$ cat src/rtl/shifter_pkg.sv
// Shared definitions for the shifter command sequencer: shifter opcodes,
// request kind encodings and the sequencer state enum.
package shifter_pkg;

  localparam int DATA_W_DEF = 8;
  localparam int AMT_W_DEF  = 4;

  // Maximum amount the shifter datapath can apply in one cycle.
  localparam int MAX_STEP = 3;

  localparam logic [2:0] OP_NOP  = 3'b000;
  localparam logic [2:0] OP_LOAD = 3'b001;
  localparam logic [2:0] OP_LSL  = 3'b010;
  localparam logic [2:0] OP_LSR  = 3'b011;
  localparam logic [2:0] OP_ASR  = 3'b100;

  typedef enum logic [1:0] {
    KIND_LSL  = 2'b00,
    KIND_LSR  = 2'b01,
    KIND_ASR  = 2'b10,
    KIND_RSVD = 2'b11
  } kind_e;

  typedef enum logic [1:0] {
    IDLE  = 2'd0,
    LOAD  = 2'd1,
    SHIFT = 2'd2,
    RESP  = 2'd3
  } state_e;

  // Map a request kind to the shifter opcode used for its shift steps.
  // The reserved kind never reaches SHIFT, so NOP is a safe fallback.
  function automatic logic [2:0] kind_to_op(kind_e kind);
    case (kind)
      KIND_LSL: kind_to_op = OP_LSL;
      KIND_LSR: kind_to_op = OP_LSR;
      KIND_ASR: kind_to_op = OP_ASR;
      default:  kind_to_op = OP_NOP;
    endcase
  endfunction

endpackage

$ cat src/rtl/shift_cmd_seq_if.sv
// Bundle of the request channel, the shifter command bus and the response
// channel. The slave side is the sequencer; the master side is whatever
// issues requests, models the shifter register and consumes responses.
interface shift_cmd_seq_if #(
  parameter int DATA_W = 8,
  parameter int AMT_W  = 4
);

  logic              req_valid;
  logic              req_ready;
  logic [1:0]        req_kind;
  logic [AMT_W-1:0]  req_amt;
  logic [DATA_W-1:0] req_data;

  logic [2:0]        op;
  logic [1:0]        shamt;
  logic [DATA_W-1:0] d_in;
  logic [DATA_W-1:0] d_out;

  logic              rsp_valid;
  logic              rsp_ready;
  logic [DATA_W-1:0] rsp_data;
  logic              rsp_err;

  modport slave (
    input  req_valid, req_kind, req_amt, req_data, d_out, rsp_ready,
    output req_ready, op, shamt, d_in, rsp_valid, rsp_data, rsp_err
  );

  modport master (
    output req_valid, req_kind, req_amt, req_data, d_out, rsp_ready,
    input  req_ready, op, shamt, d_in, rsp_valid, rsp_data, rsp_err
  );

endinterface

$ cat src/rtl/shift_step_calc.sv
// Greedy step splitter: given the remaining shift amount, produce the step
// for this cycle (at most 3), the remainder after it, and whether it is last.
module shift_step_calc
  import shifter_pkg::*;
#(
  parameter int AMT_W = 4
) (
  input  logic [AMT_W-1:0] rem,
  output logic [1:0]       step,
  output logic [AMT_W-1:0] rem_next,
  output logic             last
);

  // Clamp to the per-cycle maximum; the step never exceeds rem so no wrap.
  always_comb begin
    step = 2'd0;
    if (rem > AMT_W'(MAX_STEP)) begin
      step = 2'(MAX_STEP);
    end else begin
      step = rem[1:0];
    end
    rem_next = rem - {{(AMT_W-2){1'b0}}, step};
    last     = (rem_next == '0);
  end

endmodule

$ cat src/rtl/shift_cmd_seq.sv
// Command-side driver for the 8-bit shifter datapath. Takes one shift request,
// issues LOAD followed by greedy shift steps of at most 3, then returns the
// shifter output on the response channel.
module shift_cmd_seq
  import shifter_pkg::*;
#(
  parameter int DATA_W = DATA_W_DEF,
  parameter int AMT_W  = AMT_W_DEF
) (
  input logic             clk,
  input logic             reset,
  shift_cmd_seq_if.slave  bus
);

  state_e            state_q, state_d;
  logic [AMT_W-1:0]  rem_q, rem_d;
  kind_e             kind_q, kind_d;
  logic [DATA_W-1:0] data_q, data_d;

  logic [1:0]        step;
  logic [AMT_W-1:0]  rem_after;
  logic              step_last;

  logic              req_ready_c;
  logic [2:0]        op_c;
  logic [1:0]        shamt_c;
  logic [DATA_W-1:0] d_in_c;
  logic              rsp_valid_c;
  logic [DATA_W-1:0] rsp_data_c;
  logic              rsp_err_c;

  shift_step_calc #(.AMT_W(AMT_W)) u_step (
    .rem      (rem_q),
    .step     (step),
    .rem_next (rem_after),
    .last     (step_last)
  );

  // State and capture registers; reset drops any in-flight request.
  always_ff @(posedge clk) begin
    if (reset) begin
      state_q <= IDLE;
      rem_q   <= '0;
      kind_q  <= KIND_LSL;
      data_q  <= '0;
    end else begin
      state_q <= state_d;
      rem_q   <= rem_d;
      kind_q  <= kind_d;
      data_q  <= data_d;
    end
  end

  // Next-state logic and output decode from the current state.
  always_comb begin
    state_d     = state_q;
    rem_d       = rem_q;
    kind_d      = kind_q;
    data_d      = data_q;
    req_ready_c = 1'b0;
    op_c        = OP_NOP;
    shamt_c     = 2'd0;
    d_in_c      = '0;
    rsp_valid_c = 1'b0;
    rsp_data_c  = '0;
    rsp_err_c   = 1'b0;

    case (state_q)
      IDLE: begin
        req_ready_c = 1'b1;
        if (bus.req_valid) begin
          kind_d  = kind_e'(bus.req_kind);
          rem_d   = bus.req_amt;
          data_d  = bus.req_data;
          state_d = LOAD;
        end
      end
      LOAD: begin
        op_c   = OP_LOAD;
        d_in_c = data_q;
        if ((rem_q != '0) && (kind_q != KIND_RSVD)) begin
          state_d = SHIFT;
        end else begin
          state_d = RESP;
        end
      end
      SHIFT: begin
        // Amounts beyond DATA_W still step all the way down; the shifter
        // saturates naturally to zero or sign copies.
        op_c    = kind_to_op(kind_q);
        shamt_c = step;
        rem_d   = rem_after;
        if (step_last) begin
          state_d = RESP;
        end
      end
      RESP: begin
        // op stays NOP so d_out holds while the consumer stalls.
        rsp_valid_c = 1'b1;
        rsp_data_c  = bus.d_out;
        rsp_err_c   = (kind_q == KIND_RSVD);
        if (bus.rsp_ready) begin
          state_d = IDLE;
        end
      end
      default: begin
        state_d = IDLE;
      end
    endcase

    // While reset is asserted present a quiet bus regardless of state.
    if (reset) begin
      req_ready_c = 1'b0;
      op_c        = OP_NOP;
      shamt_c     = 2'd0;
      d_in_c      = '0;
      rsp_valid_c = 1'b0;
      rsp_data_c  = '0;
      rsp_err_c   = 1'b0;
    end
  end

  assign bus.req_ready = req_ready_c;
  assign bus.op        = op_c;
  assign bus.shamt     = shamt_c;
  assign bus.d_in      = d_in_c;
  assign bus.rsp_valid = rsp_valid_c;
  assign bus.rsp_data  = rsp_data_c;
  assign bus.rsp_err   = rsp_err_c;

endmodule

$ cat src/flat_wrapper.sv
// flat-port wrapper written by rule: the top's interface ports become plain ports
module shift_cmd_seq_flat import shifter_pkg::*;
#(
  parameter int DATA_W = DATA_W_DEF,
  parameter int AMT_W  = AMT_W_DEF
)
  (clk, reset, bus_req_valid, bus_req_kind, bus_req_amt, bus_req_data, bus_d_out, bus_rsp_ready, bus_req_ready, bus_op, bus_shamt, bus_d_in, bus_rsp_valid, bus_rsp_data, bus_rsp_err);
  shift_cmd_seq_if #(.DATA_W(DATA_W), .AMT_W(AMT_W)) bus_i ();
  input logic clk;
  input logic reset;
  input wire logic [$bits(bus_i.req_valid)-1:0] bus_req_valid;
  input wire logic [$bits(bus_i.req_kind)-1:0] bus_req_kind;
  input wire logic [$bits(bus_i.req_amt)-1:0] bus_req_amt;
  input wire logic [$bits(bus_i.req_data)-1:0] bus_req_data;
  input wire logic [$bits(bus_i.d_out)-1:0] bus_d_out;
  input wire logic [$bits(bus_i.rsp_ready)-1:0] bus_rsp_ready;
  output wire logic [$bits(bus_i.req_ready)-1:0] bus_req_ready;
  output wire logic [$bits(bus_i.op)-1:0] bus_op;
  output wire logic [$bits(bus_i.shamt)-1:0] bus_shamt;
  output wire logic [$bits(bus_i.d_in)-1:0] bus_d_in;
  output wire logic [$bits(bus_i.rsp_valid)-1:0] bus_rsp_valid;
  output wire logic [$bits(bus_i.rsp_data)-1:0] bus_rsp_data;
  output wire logic [$bits(bus_i.rsp_err)-1:0] bus_rsp_err;
  assign bus_i.req_valid = bus_req_valid;
  assign bus_i.req_kind = bus_req_kind;
  assign bus_i.req_amt = bus_req_amt;
  assign bus_i.req_data = bus_req_data;
  assign bus_i.d_out = bus_d_out;
  assign bus_i.rsp_ready = bus_rsp_ready;
  assign bus_req_ready = bus_i.req_ready;
  assign bus_op = bus_i.op;
  assign bus_shamt = bus_i.shamt;
  assign bus_d_in = bus_i.d_in;
  assign bus_rsp_valid = bus_i.rsp_valid;
  assign bus_rsp_data = bus_i.rsp_data;
  assign bus_rsp_err = bus_i.rsp_err;
  shift_cmd_seq #(.DATA_W(DATA_W), .AMT_W(AMT_W)) u_core (.clk(clk), .reset(reset), .bus(bus_i));
endmodule
$ cat config.mk
export PLATFORM = sky130hd
export DESIGN_NAME = shift_cmd_seq_flat
export DESIGN_NICKNAME = d
export VERILOG_FILES = /design/src/rtl/shifter_pkg.sv /design/src/rtl/shift_cmd_seq_if.sv /design/src/rtl/shift_step_calc.sv /design/src/rtl/shift_cmd_seq.sv /design/src/flat_wrapper.sv
export SDC_FILE = /design/constraint.sdc
export NUM_CORES = 1
export LEC_CHECK = 0
export ABC_AREA = 1
export ABC_CLOCK_PERIOD_IN_PS = 1900
export BUFFER_PORTS_ARGS = -buffer_cell sky130_fd_sc_hd__clkbuf_2
export CORE_MARGIN = 2
export CORE_UTILIZATION = 45
export CTS_BUF_LIST = sky130_fd_sc_hd__clkbuf_16
export CTS_CLUSTER_SIZE = 14
export DETAILED_ROUTE_END_ITERATION = 8
export PLACE_DENSITY = 0.89
export SLEW_MARGIN = 20
export SYNTH_ARGS = -nofsm -noshare
export SYNTH_HDL_FRONTEND = slang
export SYNTH_HIERARCHICAL = 1
export SYNTH_SLANG_ARGS = --single-unit
$ cat constraint.sdc
create_clock -name clk -period 1.9 [get_ports clk]
set_input_delay 0.285 -clock clk [delete_from_list [all_inputs] [get_ports clk]]
set_output_delay 0.285 -clock clk [all_outputs]
set_load 0.1 [all_outputs]
After elaboration in Yosys (flattened, before gate mapping)

Index checks and enable logic that the tools add are counted.

$add $sub $neg: 1
Order comparisons: 1
Equal/unequal tests: 10
Muxes and demuxes: 23
Reductions and logical operators: 9

Operator list:

| operator           | count |
|---|---|
| $mux 8             | 4 |
| $mux 2             | 6 |
| $pmux 3 s3         | 1 |
| $eq 2x2->1 const B | 4 |
| $pmux 2 s4         | 1 |
| $pmux 4 s2         | 1 |
| $mux 1             | 7 |
| $ne 2x2->1 const B | 3 |
| $pmux 3 s2         | 1 |
| $eq 2x1->1 const B | 2 |
| $gt 4x2->1 const B | 1 |
| $logic_not 2->1    | 2 |
| $logic_not 4->1    | 1 |
| $mux 4             | 1 |
| $reduce_and 2->1   | 2 |
| $reduce_bool 4->1  | 1 |
| $sub 4x2->4        | 1 |
| $mux 3             | 1 |
| $reduce_and 3->1   | 1 |
| $ne 2x1->1 const B | 1 |
| $reduce_bool 2->1  | 1 |
| $logic_and 1x1->1  | 1 |

Bits in registers: 16
Bits of input ports: 26
Output and inout port bits: 24
Word-level logic and storage cells: 48

Depth between registers and ports, before layout

Depth after elaboration: 6
Gate-level depth with buffers: 13

By module

Netlist, hierarchy kept.

Modules (own cells, without submodules):

| module          | times used | cells each | area an instance (um^2) |
|---|---|---|---|
| shift_cmd_seq   | 1          | 148        | 938.4 |
| shift_step_calc | 1          | 23         | 101.3 |

Worst setup path before layout

No wires, ideal clock.

Path kind: reg-to-output
From: register u_core.state_q[0]
To: output port bus_op[2]
Arrival time: 2860 ps
Path slack: -1245 ps
Cell stages (with the launch flop): 5
Path through: dfxtp_1 inv_1 ha_1 nand3_1 nor3_1

Longest elaborated chain between the ends: 3

Ends and longest elaborated chain:

| element                                         | line                 | RTL |
|---|---|---|
| from (decl)                                     | shift_cmd_seq.sv:15  | `state_e state_q, state_d;` |
| from (signal assigned)                          | shift_cmd_seq.sv:47  | `state_q <= state_d;` |
| $eq 2x2->1 / $eq 2x1->1 (equally long branches) | shift_cmd_seq.sv:68  | `case (state_q)` |
| $pmux 3 s2 (*)                                  | shift_cmd_seq.sv:68  |  |
| $mux 3 (*)                                      | shift_cmd_seq.sv:112 | `if (reset) begin` |
| to (decl)                                       | flat_wrapper.sv:18   | `output wire logic [$bits(bus_i.op)-1:0] bus_op;` |

Mark *: on every way between the ends. The rest lies on a longest branch, timed or not.

Worst setup path in the final report

From: register u_core.state_q[1]
To: output port bus_d_in[7]

Longest elaborated chain between the ends: 3

Ends and longest elaborated chain:

| element    | line                 | RTL |
|---|---|---|
| $eq 2x1->1 | shift_cmd_seq.sv:68  |  |
| $mux 8     | shift_cmd_seq.sv:68  |  |
| $mux 8     | shift_cmd_seq.sv:112 |  |
| to (decl)  | flat_wrapper.sv:20   | `output wire logic [$bits(bus_i.d_in)-1:0] bus_d_in;` |

Every way passes these cells.

==> out/summary.md <==
• Root Buffer: sky130_fd_sc_hd__clkbuf_16
• total of endpoints with negative setup slack in the final report: 2
• maximum fanout count along the critical path: 10
• post-detailed-route via-to-cell ratio: 5.41
• result of the run: finished with violations
• Final period util: 101%
• Die Footprint: 2710 um2
• setup tns final: -0.0166 ns
• area of all placed cells without fillers: 1850 um2
• area of all sequential standard cells: 322 um2
• combinational fraction of design power: 63.1%
• met3 global-route usage: 5.46%
• synth unique cells: 22
• Worst Path Required: 1.62 ns
• row cnt: 17
• sequential cell fraction of total power: 21.3%
• initial standard-cell utilization of the core: 47.5%
• Final Skew: 0.00360 ns
• net count of the finished layout: 252
• Period minus WS final: 1.91 ns
• endpoint kind of the worst setup timing path: primary output
• Clock Power Share: 15.7%
• DP Worst Slack: 0.223 ns
• post-synthesis register bit count: 16
• GR peak layer: met2
• Initial DRT Pass Iterations: 5
• cell depth of the worst flop-to-flop path: 12
• overall track demand over capacity in global routing: 28.7%
• delay of the slowest cell on the worst path: 0.41 ns
• Post-CTS Hold Fix Bufs: 0
• cell family with most CP delay: adder cells
• maximum vdd drop: 1.36 mV
• Core Region: 2190 um2
• violated checks: setup timing
• top cells by instance count after synthesis: sky130_fd_sc_hd__nand2_1 (48), sky130_fd_sc_hd__nor2_1 (45), sky130_fd_sc_hd__dfxtp_1 (16)
• Syn Nets: 202
• count of boundary I/O pins: 50
• switching part of the total: 52.3%
• final-report hold violation count: 0
• leakage power of the design: 0.832 nW
• PortBufs: 49
• number of routed nets with antenna violations: 0
• CTS buffer count: 3
• GRT overflow: 0
• fraction of synthesis flops using an asynchronous set or reset pin: 0%
• Fmax: 523 MHz
• top-count cell post-synth: sky130_fd_sc_hd__nand2_1
• capture instance of the worst register-to-register path: u_core/state_q[0]
• clock-pin slew on the worst setup and hold paths: 0.05 ns
• detailed router's first-iteration violation count: 100
• total DRC errors in the routed layout: 0
• number of instances in the synthesized netlist: 171
• Post-synth top flop: sky130_fd_sc_hd__dfxtp_1
• deepest clock path buffer count: 2
• number of global-route vias before repair: 1276
• Min Hold Slack: 0.275 ns
• launch point of the critical path: u_core/state_q[1]
• Yosys warning total: 6
• data arrival time of the worst path: 1.63 ns
• Slew Viols, Final: 0
• Synth-to-Final Area Change: 78.3%
• worst-case register-to-register setup slack: 0.09 ns
• placed instance area: 1760 um2
• GRT met2 Usage: 50.6%
• sequential element share of the synthesized area: 30.8%
• area taken by multi-input logic gates: 721 um2
• deepest level of the CTS H-tree: 1
• worst setup margin: -0.0118 ns
• CP Cell Sequence: inv_1 > ha_1 > nand2_1 > nor2_4 > buf_12
• path length in cells of the critical path: 5
• slew margin rel.: 72.8%
• CP Buf/Inv Count: 2
• post-detailed-placement half-perimeter wirelength: 2690 um
• share of layout cells above drive strength 1: 39.5%
• Die Height: 52.1 um
• number of enable flip-flop cells after synthesis: 0
• Skew-Pair Late Insertion Delay: 0.25 ns
• TritonCTS clock tree: done
• met1 routing resource usage after global routing: 33.3%
• Yosys top cell area share: 30.8%
• max-cap check violation count: 0
• combined area of all synthesized cells: 1040 um2
• Num Clock Sinks: 16
• slowest cell on the critical path: sky130_fd_sc_hd__ha_1
• diodes inserted: 0
• WS Path Type: flop to primary output
• wire length after detailed routing: 3640 um
• wire length of the first global-routing pass: 5740 um
• vias after detailed routing: 1341
• critical path launch point type: flop
• die width: 52.1 um
• post-synth top area cell: sky130_fd_sc_hd__dfxtp_1
• Slew @ Worst Pin: 0.408 ns
• Hold Crit Class: input pin to flop
• reg-to-reg critical path startpoint: u_core/rem_q[2]
• Area contributors post-synth: sky130_fd_sc_hd__dfxtp_1 (31%), sky130_fd_sc_hd__nand2_1 (17%), sky130_fd_sc_hd__nor2_1 (16%)
• CP endpoint: bus_d_in[7]
• mean instance size in the synthesized netlist: 6.08 um2
• Fillers: 126
• routability congestion estimate from global placement: 0.870
• number of antenna violations at the first check in global routing: 0
• Pwr Density: 1440 nW/um2
• switching power total: 1.40 mW
• unrepaired setup endpoints after global routing: true
• maximum number of pins on one net before global-route repair: 21
• DR WL/cell: 14.7 um
• internal power: 1.27 mW
[worst register-to-register path, stage by stage, from the launching register on]
cell                      delay (ns)
sky130_fd_sc_hd__dfxtp_1        0.45
sky130_fd_sc_hd__o21ai_0        0.16
sky130_fd_sc_hd__ha_1           0.26
sky130_fd_sc_hd__inv_1          0.06
sky130_fd_sc_hd__nand2_1        0.04
sky130_fd_sc_hd__nand2_1        0.09
sky130_fd_sc_hd__nand2_1        0.08
sky130_fd_sc_hd__nor2_1         0.14
sky130_fd_sc_hd__nor2_2         0.07
sky130_fd_sc_hd__nor2_2         0.14
sky130_fd_sc_hd__nand2_1        0.07
sky130_fd_sc_hd__nand2_1        0.07
sky130_fd_sc_hd__a21oi_2        0.05
[final cells by class]
class                   count  area share (%)
repair buffers             52            33.9
well taps                  28            1.89
clock inverters             1           0.202
inverters                  18            3.78
clock buffers               3            4.05
multi-input cells         130            38.9
flip-flops and latches     16            17.3
[registers in the layout, summed over array words and instances, names as in the netlist]
name            count
u_core/state_q      2
u_core/data_q       8
u_core/rem_q        4
u_core/kind_q       2
[routing by layer]
| layer | wire (um) | vias up |
|---|---|---|
| met1 | 1310 | 605 |
| met3 | 260 | 21 |
| met2 | 1920 | 83 |
| met4 | 141 | 0 |
| met5 | 0 | - |
| li1 | - | 632 |
[placed cells by master (no fill, tap or decap), types with 2 or more instances in the layout]
cell / n
sky130_fd_sc_hd__nand2_1: 48
sky130_fd_sc_hd__nor2_1: 26
sky130_fd_sc_hd__clkbuf_2: 25
sky130_fd_sc_hd__buf_12: 24
sky130_fd_sc_hd__inv_1: 15
sky130_fd_sc_hd__dfxtp_1: 15
sky130_fd_sc_hd__o21ai_1: 14
sky130_fd_sc_hd__nor2_2: 12
sky130_fd_sc_hd__nor2_4: 9
sky130_fd_sc_hd__ha_1: 5
sky130_fd_sc_hd__a31oi_1: 4
sky130_fd_sc_hd__clkbuf_16: 3
sky130_fd_sc_hd__o21ai_0: 3
sky130_fd_sc_hd__buf_4: 3
sky130_fd_sc_hd__inv_2: 2
[power by group through the flow]
stage	logic [mW]	clock network, mW	registers [mW]
detailed placement	1.61	0	0.558
finish	1.69	0.418	0.569
floorplan	1.20	0	0.533
CTS	1.65	0.419	0.557
global route	1.79	0.438	0.578
global placement	1.54	0	0.548
[worst min path at each step]
stage,to,cells past startpoint,start,slack [ns]
after floorplan,u_core/data_q[0],2,bus_req_data[0],0.43
after CTS,u_core/rem_q[3],3,bus_req_amt[3],0.28
after detailed placement,u_core/data_q[0],2,u_core/data_q[0],0.49
after global placement,u_core/data_q[1],2,u_core/data_q[1],0.46
final,u_core/rem_q[3],3,bus_req_amt[3],0.27
after global routing,u_core/rem_q[3],3,bus_req_amt[3],0.30
[cell families after synthesis]
logic type / synth area share [%]
AOI/OAI and AO/OA: 14.9
DFF: 30.8
adders and majority gates: 6.02
buffers and inverters: 11.0
and+or+nand+nor: 37.3
[stage by stage]
step | util, % | power (mW) | std cells
after floorplan | - | 1.73 | 171
after global placement | 80.5 | 2.09 | 244
after detailed placement | 80.5 | 2.16 | 244
after CTS | 84.6 | 2.62 | 248
after global routing | 84.6 | 2.80 | 248
final | 84.6 | 2.67 | 248
[repair_timing]
action	4_1_cts	5_1_grt
hold endpoints to repair	0	0
resized for setup	2	1
buffers inserted	0	0
setup endpoints to repair	2	20
No activity file was read; power rests on OpenSTA's default activity.
